===== src/rtl/sine_cmd_ctrl_if.sv =====
// UART byte-stream bundle between the UART RX/TX blocks and sine_cmd_ctrl.
// master: the UART side (drives received bytes, accepts responses).
// slave : the command controller (consumes received bytes, produces responses).
interface sine_cmd_ctrl_if;
    logic       rx_valid;
    logic [7:0] rx_data;
    logic       rx_err;
    logic [7:0] tx_data;
    logic       tx_valid;
    logic       tx_ready;

    modport master (
        output rx_valid, rx_data, rx_err, tx_ready,
        input  tx_data, tx_valid
    );

    modport slave (
        input  rx_valid, rx_data, rx_err, tx_ready,
        output tx_data, tx_valid
    );
endinterface


===== src/rtl/sine_cmd_ctrl.sv =====
// UART command controller for the PWM sine generator.
// Parses 0xA5/ADDR/DATA frames, maintains the generator config registers and
// returns one ACK/NAK/read-data byte per frame.
// Optional macro SINE_CMD_CSUM_EN: adds a 4th CSUM byte (ADDR ^ DATA ^ 0xA5).
module sine_cmd_ctrl #(
    parameter int unsigned TIMEOUT_CYC = 100000,
    parameter logic [15:0] PHASE_RST   = 16'h0100,
    parameter logic [7:0]  AMP_RST     = 8'hFF
) (
    input  logic              clk,
    input  logic              rst_n,
    sine_cmd_ctrl_if.slave    uart,
    output logic              cfg_enable,
    output logic [15:0]       cfg_phase_inc,
    output logic [7:0]        cfg_amplitude,
    output logic              cfg_update,
    output logic              busy
);

    localparam logic [7:0] SYNC = 8'hA5;
    localparam logic [7:0] ACK  = 8'h06;
    localparam logic [7:0] NAK  = 8'h15;
    localparam int unsigned TW  = (TIMEOUT_CYC > 1) ? $clog2(TIMEOUT_CYC + 1) : 1;

    typedef enum logic [2:0] {
        S_IDLE,
        S_ADDR,
        S_DATA,
`ifdef SINE_CMD_CSUM_EN
        S_CSUM,
`endif
        S_EXEC,
        S_RESP
    } state_t;

    state_t      r_state, w_state_nxt;
    logic [7:0]  r_addr, r_data;
`ifdef SINE_CMD_CSUM_EN
    logic [7:0]  r_csum;
`endif
    logic [TW-1:0] r_tmo_cnt;
    logic        r_enable;
    logic [7:0]  r_shadow;
    logic [15:0] r_phase;
    logic [7:0]  r_amp;
    logic        r_cfg_update;
    logic [2:0]  r_status;
    logic [7:0]  r_tx_data;
    logic        r_tx_valid;

    logic        w_rx_byte;
    logic        w_in_frame;
    logic        w_tmo;
    logic        w_exec;
    logic        w_ovr;
    logic        w_clr;
    logic        w_csum_ok;
    logic        w_valid;
    logic [6:0]  w_idx;
    logic        w_rd;
    logic [7:0]  w_rd_val;

    // rx_err takes priority over a coincident byte strobe
    assign w_rx_byte  = uart.rx_valid & ~uart.rx_err;
    assign w_in_frame = (r_state == S_ADDR) || (r_state == S_DATA)
`ifdef SINE_CMD_CSUM_EN
                        || (r_state == S_CSUM)
`endif
                        ;
    assign w_tmo  = w_in_frame && !uart.rx_valid && !uart.rx_err &&
                    (r_tmo_cnt == TW'(TIMEOUT_CYC - 1));
    assign w_exec = (r_state == S_EXEC) && !uart.rx_err;
    assign w_ovr  = w_rx_byte && ((r_state == S_EXEC) || (r_state == S_RESP));
    assign w_idx  = r_addr[6:0];
    assign w_rd   = r_addr[7];
`ifdef SINE_CMD_CSUM_EN
    assign w_csum_ok = (r_csum == (r_addr ^ r_data ^ SYNC));
`else
    assign w_csum_ok = 1'b1;
`endif
    assign w_valid = (w_idx <= 7'd4) && !(!w_rd && (w_idx == 7'd4)) && w_csum_ok;
    assign w_clr   = w_exec && w_valid && w_rd && (w_idx == 7'd4);

    // Read-back mux for the addressed register
    always_comb begin
        w_rd_val = '0;
        case (w_idx)
            7'd0:    w_rd_val = {7'b0, r_enable};
            7'd1:    w_rd_val = r_shadow;
            7'd2:    w_rd_val = r_phase[15:8];
            7'd3:    w_rd_val = r_amp;
            7'd4:    w_rd_val = {5'b0, r_status};
            default: w_rd_val = '0;
        endcase
    end

    // Frame parser next-state logic
    always_comb begin
        w_state_nxt = r_state;
        case (r_state)
            S_IDLE: if (w_rx_byte && (uart.rx_data == SYNC)) w_state_nxt = S_ADDR;
            S_ADDR: if (w_rx_byte) w_state_nxt = S_DATA;
`ifdef SINE_CMD_CSUM_EN
            S_DATA: if (w_rx_byte) w_state_nxt = S_CSUM;
            S_CSUM: if (w_rx_byte) w_state_nxt = S_EXEC;
`else
            S_DATA: if (w_rx_byte) w_state_nxt = S_EXEC;
`endif
            S_EXEC: w_state_nxt = S_RESP;
            S_RESP: if (uart.tx_ready) w_state_nxt = S_IDLE;
            default: w_state_nxt = S_IDLE;
        endcase
        if (w_tmo) w_state_nxt = S_IDLE;
        if (uart.rx_err && (r_state != S_RESP)) w_state_nxt = S_IDLE;
    end

    // State register
    always_ff @(posedge clk or negedge rst_n) begin
        if (!rst_n) r_state <= S_IDLE;
        else        r_state <= w_state_nxt;
    end

    // Inter-byte timeout counter, restarted by every received byte
    always_ff @(posedge clk or negedge rst_n) begin
        if (!rst_n)                          r_tmo_cnt <= '0;
        else if (w_in_frame && !uart.rx_valid) r_tmo_cnt <= r_tmo_cnt + 1'b1;
        else                                 r_tmo_cnt <= '0;
    end

    // Frame field capture
    always_ff @(posedge clk or negedge rst_n) begin
        if (!rst_n) begin
            r_addr <= '0;
            r_data <= '0;
`ifdef SINE_CMD_CSUM_EN
            r_csum <= '0;
`endif
        end else begin
            if ((r_state == S_ADDR) && w_rx_byte) r_addr <= uart.rx_data;
            if ((r_state == S_DATA) && w_rx_byte) r_data <= uart.rx_data;
`ifdef SINE_CMD_CSUM_EN
            if ((r_state == S_CSUM) && w_rx_byte) r_csum <= uart.rx_data;
`endif
        end
    end

    // Register file, response byte and handshake; all applied on the EXEC->RESP edge
    always_ff @(posedge clk or negedge rst_n) begin
        if (!rst_n) begin
            r_enable     <= 1'b0;
            r_shadow     <= '0;
            r_phase      <= PHASE_RST;
            r_amp        <= AMP_RST;
            r_cfg_update <= 1'b0;
            r_tx_data    <= '0;
            r_tx_valid   <= 1'b0;
        end else begin
            r_cfg_update <= 1'b0;
            if (w_exec) begin
                r_tx_valid <= 1'b1;
                if (!w_valid) begin
                    r_tx_data <= NAK;
                end else if (w_rd) begin
                    r_tx_data <= w_rd_val;
                end else begin
                    r_tx_data <= ACK;
                    case (w_idx)
                        7'd0: r_enable <= r_data[0];
                        7'd1: r_shadow <= r_data;
                        7'd2: begin
                            r_phase      <= {r_data, r_shadow};
                            r_cfg_update <= 1'b1;
                        end
                        7'd3: r_amp <= r_data;
                        default: ;
                    endcase
                end
            end else if ((r_state == S_RESP) && uart.tx_ready) begin
                r_tx_valid <= 1'b0;
            end
        end
    end

    // Sticky status; a flag raised in the clearing cycle survives the clear
    always_ff @(posedge clk or negedge rst_n) begin
        if (!rst_n) r_status <= '0;
        else        r_status <= (w_clr ? 3'b000 : r_status) | {uart.rx_err, w_tmo, w_ovr};
    end

    assign uart.tx_data  = r_tx_data;
    assign uart.tx_valid = r_tx_valid;
    assign cfg_enable    = r_enable;
    assign cfg_phase_inc = r_phase;
    assign cfg_amplitude = r_amp;
    assign cfg_update    = r_cfg_update;
    assign busy          = (r_state != S_IDLE);

endmodule


===== src/flat_wrapper.sv =====
// flat-port wrapper written by rule: the top's interface ports become plain ports
module sine_cmd_ctrl_flat 
#(
    parameter int unsigned TIMEOUT_CYC = 100000,
    parameter logic [15:0] PHASE_RST   = 16'h0100,
    parameter logic [7:0]  AMP_RST     = 8'hFF
)
  (clk, rst_n, cfg_enable, cfg_phase_inc, cfg_amplitude, cfg_update, busy, uart_rx_valid, uart_rx_data, uart_rx_err, uart_tx_ready, uart_tx_data, uart_tx_valid);
  sine_cmd_ctrl_if uart_i ();
  input  logic clk;
  input  logic rst_n;
  output logic cfg_enable;
  output logic [15:0] cfg_phase_inc;
  output logic [7:0] cfg_amplitude;
  output logic cfg_update;
  output logic busy;
  input wire logic [$bits(uart_i.rx_valid)-1:0] uart_rx_valid;
  input wire logic [$bits(uart_i.rx_data)-1:0] uart_rx_data;
  input wire logic [$bits(uart_i.rx_err)-1:0] uart_rx_err;
  input wire logic [$bits(uart_i.tx_ready)-1:0] uart_tx_ready;
  output wire logic [$bits(uart_i.tx_data)-1:0] uart_tx_data;
  output wire logic [$bits(uart_i.tx_valid)-1:0] uart_tx_valid;
  assign uart_i.rx_valid = uart_rx_valid;
  assign uart_i.rx_data = uart_rx_data;
  assign uart_i.rx_err = uart_rx_err;
  assign uart_i.tx_ready = uart_tx_ready;
  assign uart_tx_data = uart_i.tx_data;
  assign uart_tx_valid = uart_i.tx_valid;
  sine_cmd_ctrl #(.TIMEOUT_CYC(TIMEOUT_CYC), .PHASE_RST(PHASE_RST), .AMP_RST(AMP_RST)) u_core (.clk(clk), .rst_n(rst_n), .uart(uart_i), .cfg_enable(cfg_enable), .cfg_phase_inc(cfg_phase_inc), .cfg_amplitude(cfg_amplitude), .cfg_update(cfg_update), .busy(busy));
endmodule

===== config.mk =====
export PLATFORM = sky130hd
export DESIGN_NAME = sine_cmd_ctrl_flat
export DESIGN_NICKNAME = d
export VERILOG_FILES = /design/src/rtl/sine_cmd_ctrl_if.sv /design/src/rtl/sine_cmd_ctrl.sv /design/src/flat_wrapper.sv
export SDC_FILE = /design/constraint.sdc
export NUM_CORES = 1
export LEC_CHECK = 0
export CORE_UTILIZATION = 55
export CTS_CLUSTER_DIAMETER = 150
export CTS_CLUSTER_SIZE = 25
export DETAILED_ROUTE_END_ITERATION = 8
export PLACE_DENSITY = 0.9
export SLEW_MARGIN = 15
export SYNTH_ARGS = -nofsm -noshare
export SYNTH_HDL_FRONTEND = slang
export SYNTH_SLANG_ARGS = --single-unit

===== constraint.sdc =====
create_clock -name clk -period 5.9 [get_ports clk]
set_clock_uncertainty 0.15 [all_clocks]
set_input_delay 0.59 -clock clk [delete_from_list [all_inputs] [get_ports clk]]
set_output_delay 0.59 -clock clk [all_outputs]
set_load 0.02 [all_outputs]

Word-level counts from Yosys, hierarchy flattened --
Index checks and enable logic that the tools add are counted.
Cells by class: $add $sub $neg 1, magnitude comparators 1, eq/ne operators 15, multiplexer cells 18, bitwise logic cells 4, reductions and logical operators 30
Operator list (number):
- one-hot mux 8 bit (5 select lines) | 1
- two-way mux 3 bit | 7
- AND reduction 4 bit | 5
- adder 17 x 1 -> 17 bit, second input constant | 1
- == test 17 bit, second input constant | 1
- two-way mux 17 bit | 1
- two-way mux 8 bit | 2
- logical AND 1 bit | 15
- one-hot mux 3 bit (5 select lines) | 1
- == test 7 x 2 -> 1 bit, second input constant | 2
- == test 8 bit, second input constant | 1
- != test 4 x 2 -> 1 bit, second input constant | 2
- == test 7 x 1 -> 1 bit, second input constant | 1
- == test 7 x 3 -> 1 bit, second input constant | 1
- less-or-equal comparator 7 x 3 -> 1 bit, second input constant | 1
- zero test 7 bit | 1
- == test 3 x 2 -> 1 bit, second input constant | 2
- two-way mux 1 bit | 6
- zero test 1 bit | 4
- != test 4 x 1 -> 1 bit, second input constant | 1
- != test 4 x 3 -> 1 bit, second input constant | 1
- == test 3 x 1 -> 1 bit, second input constant | 1
- == test 3 bit, second input constant | 1
- zero test 3 bit | 1
- other kinds (7) | 9
Storage, ports and cells: register bits after elaboration 82, bits of input ports 13, output and inout bits 36, word-level logic and storage cells 81

Logic depth before layout (Yosys ltp) --
depth in word-level cells 9, depth in mapped cells 6, depth with buffers taken out 5

Worst setup path before layout --
No wires, ideal clock.
path kind register -> register, start register u_core.r_addr[3], end register u_core.r_phase[10], in the netlist u_core.cfg_phase_inc[10], setup time 0.125 ns, data arrival time 1.929 ns, data required time 5.625 ns, path slack 3.696 ns, cell stages (with the launch flop) 7, path buffers 2, path through dfrtp_1 > or4_1 > buf_2 > nor4_4 > nand2_4 > buf_6 > mux2_4
On the way: word-level cells in the longest chain between the ends 5
Ends and longest elaborated chain:
- from (decl) | line sine_cmd_ctrl.sv:37 | logic [7:0] r_addr, r_data;
- from (signal assigned) | line sine_cmd_ctrl.sv:139 | if ((r_state == S_ADDR) && w_rx_byte) r_addr <= uart.rx_data;
- parallel branches: the longest is 4 deep, another holds less-or-equal comparator 7 x 3 -> 1 bit
- AND reduction 4 bit (no source line) *
- to (signal assigned) | line sine_cmd_ctrl.sv:171 | r_phase <= {r_data, r_shadow};
- to (decl) | line sine_cmd_ctrl.sv:44 | logic [15:0] r_phase;
Every way passes the cells marked *. A chain may end at the register's enable or synchronous reset.

Final worst setup path --
start input uart_rx_err, end register u_core.r_phase[13], in the netlist u_core.cfg_phase_inc[13]
On the way: word-level cells in the longest chain between the ends 3
Ends and longest elaborated chain:
- from (decl) | line flat_wrapper.sv:19 | input wire logic [$bits(uart_i.rx_err)-1:0] uart_rx_err;
- zero test 1 bit | line sine_cmd_ctrl.sv:72 | assign w_exec = (r_state == S_EXEC) && !uart.rx_err;
- logical AND 1 bit | line sine_cmd_ctrl.sv:72
- AND reduction 4 bit (no source line)
No other way between the ends.

==> flow_summary.ini <==
[routing]
vias = 2608
dr.pass1.iters = 6
drt-total-wl_mm = 7.85
routedWlPerCell_um = 18.1
avgViaCountPerCell = 6.01
ant_nets = 0
drc_errors = 5
drtIter0Drc = 145

[cells_and_area]
area_growth_pct = 18.8
layout-drive-gt1-share = 0.230
fin_nets = 366
antenna_cells = 0

[clock_network]
cts_tree = done
cts.sinks = 82
cts_resized = 0
clock_path_buffers = 2
cts_root_buffer = clkbuf_8
post_cts_buffers = 0
clkLatencyLatePin_ns = 0.36
h-tree-depth = 3
cts_buffers = 9
hold_buffers = 0
clk_pin_slew_ns = 0.08

[sta]
finalCriticalPeriod_ns = 2.88
final-hold-violation-count = 0
drv_slew = 0
hold_slack_ns = 0.225
setup_viol = 0
worstMarginPinSlew_ns = 0.989
period_share = 0.488
relSlewSlack = 0.341
rsz0062_at_grt = no
fmax_mhz = 347
fin_setup_tns_ns = 0

[synthesis]
ys_ff_latch = 82
synthArstFlopShare = 1.00
synth-edff-count = 0
yosysWarnings = 0
netlist_area_sq_um = 3750
ys_seq_area_frac = 0.551
netlist_instances = 308
yosysUniqueCellTypes = 49
synth_nets = 322
synth_ff_type = dfrtp_1
avgSynthCellArea_sq_um = 12.2

[critical_path]
crit_type = in2reg
critical-path-max-stage-delay_ns = 0.70
end_kind = flop
worstPathArrival_ns = 2.98
cp.required_ns = 6.00
cpLargestDelayFamily = simple AND/OR/NAND/NOR gates
cp_num_buf_inv = 1
r2r_slack_ns = 3.34
r2r_start = u_core.r_state[0]$_DFFE_PN0P_
cp-startpoint = uart_rx_err
worstPathMaxFanout = 17
crit_path_cell_trace = clkdlybuf4s50_1 -> nand4bb_1 -> nor4_4 -> nand2_4 -> mux2_4
start_kind = primary input
worst_path_max_delay_cell = nand4bb_1

[grt]
grt-busiest-layer = met2
use_met1 = 0.314
grt_start_max_net_pins = 83
antenna_found_initial = 0
use_met3 = 0.0688
grt_pass1_wl_mm = 12.9
grt_use_met2 = 0.367
globalRouteTotalUtil = 0.237
grt_pass1_vias = 2631
grt_overflow_total = 0

[power]
leakage_nw = 1.96
power_density_nw_per_um2 = 226
ir_worst_vdd_mv = 0.165

[floorplan]
die_h_um = 84.5
die_area_sq_um = 7150
core_region_area_sq_um = 6460
die_w_um = 84.5
io-pin-count = 49
initial_core_util = 0.580
rows = 29

[outcome]
outcome = complete, but fails checks
failed_checks = DRC

[run]
maxCapViolations = 0

[placed_design]
port_buffers = 48
globalplace.congestion = 0.799
hpwl_mm = 5.27

[worst_hold_path]
hp-class = in2async
==> Yosys cell counts (2+ instances only) <==
cell type | instances | share of area
nor4bb_1 | 3 | 0.0080
nand3_1 | 9 | 0.012
a21oi_1 | 9 | 0.012
a32o_1 | 2 | 0.0053
nor2_1 | 25 | 0.025
mux2i_1 | 5 | 0.013
o21ai_0 | 2 | 0.0027
o22ai_1 | 2 | 0.0033
nor4_1 | 4 | 0.0067
nor2b_1 | 3 | 0.0050
or3_1 | 3 | 0.0050
nor3_1 | 8 | 0.011
xor2_1 | 4 | 0.0093
xnor2_1 | 9 | 0.021
clkbuf_1 | 12 | 0.012
mux2_4 | 9 | 0.036
nand3b_1 | 3 | 0.0060
a22oi_1 | 4 | 0.0080
a31oi_1 | 2 | 0.0033
dfrtp_1 | 73 | 0.49
nand2b_1 | 2 | 0.0033
inv_1 | 6 | 0.0060
dfstp_2 | 9 | 0.063
mux2_2 | 44 | 0.13
nor4b_1 | 2 | 0.0047
nand4_1 | 6 | 0.010
nor4_4 | 2 | 0.011
o31ai_1 | 7 | 0.014
nand2_1 | 19 | 0.019
==> routing by layer <==
metal,vias up,share of wire
met3,19,0.049
met5,-,0
met1,1318,0.46
met4,0,0.024
li1,1195,-
met2,76,0.47
==> layout make-up <==
cell class,count,area [sq um]
flip-flops and latches,82,2060
fillers,442,2010
multi-input cells,205,1600
repair buffers,48,478
clock buffers,10,128
well taps,77,96.3
clock inverters,6,67.6
inverters,6,22.5
==> cells by family after synthesis <==
logic type / share of synthesized area
buffers and inverters: 0.0234
XOR/XNOR: 0.0304
AND/OR/NAND/NOR: 0.144
AO/OA/AOI/OAI: 0.0664
flip-flops: 0.551
multiplexers: 0.182
adder cells (fa/ha/maj): 0.00334
==> state kept, by name, summed over array words and instances (netlist names) <==
name                  cells
u_core.uart.tx_valid      1
u_core.r_data             8
u_core.r_tmo_cnt         17
u_core.cfg_enable         1
u_core.uart.tx_data       8
u_core.r_addr             8
u_core.cfg_update         1
u_core.cfg_phase_inc     16
u_core.r_shadow           8
u_core.r_status           3
u_core.r_state            3
u_core.cfg_amplitude      8
==> layout by cell type (no fill, tap or decap), drive strengths merged, types with 2 or more instances in the layout <==
cell	count
dfrtp	73
mux2	53
clkdlybuf4s50	47
nor2	25
nand2	21
clkbuf	10
xnor2	9
nand3	9
a21oi	9
dfstp	9
nor3	8
o31ai	7
inv	6
nand4	6
nor4	6
mux2i	5
xor2	4
a22oi	4
or3	3
nor4bb	3
nor2b	3
nand3b	3
clkinv	3
nor4b	2
nand2b	2
o22ai	2
a32o	2
o21ai	2
a31oi	2
clkinvlp	2
==> power by group <==
group / switching (mW) / total, mW / internal (mW) / leakage, nW
combinational: 0.0202 / 0.0329 / 0.0128 / 0.764
sequential: 0.00267 / 0.567 / 0.564 / 1.10
clock: 0.210 / 0.406 / 0.196 / 0.0925
total: 0.233 / 1.01 / 0.773 / 1.96
==> worst reg2reg max path, stage by stage, from the launching register on <==
cell,delay [ns]
dfrtp_1,0.53
nand4bb_1,0.61
nor4_4,0.51
nand2_4,0.28
mux2_4,0.37
==> metrics by stage <==
step	cells	worst slack [ns]	power, mW	cell area (sq um)	utilization
global placement	418	2.75	0.611	4260	0.659
finish	434	3.02	1.01	4450	0.689
global route	434	2.89	1.04	4450	0.689
floorplan	308	3.70	0.587	3750	-
detailed placement	418	2.66	0.612	4260	0.659
CTS	434	3.05	1.01	4450	0.689
==> final timing paths <==
check                                                            end  cells after the start
worst max-delay path            u_core.cfg_phase_inc[13]$_DFFE_PN0P_                      5
worst min-delay path                    u_core.r_data[4]$_DFFE_PN0P_                      1
max in group asynchronous             u_core.r_tmo_cnt[10]$_DFF_PN0_                      1
worst min register to register         u_core.r_tmo_cnt[0]$_DFF_PN0_                      1
worst max register to register  u_core.cfg_phase_inc[13]$_DFFE_PN0P_                      4
min in group clk                       u_core.r_tmo_cnt[0]$_DFF_PN0_                      1
Power figures use the tool's default switching activity.
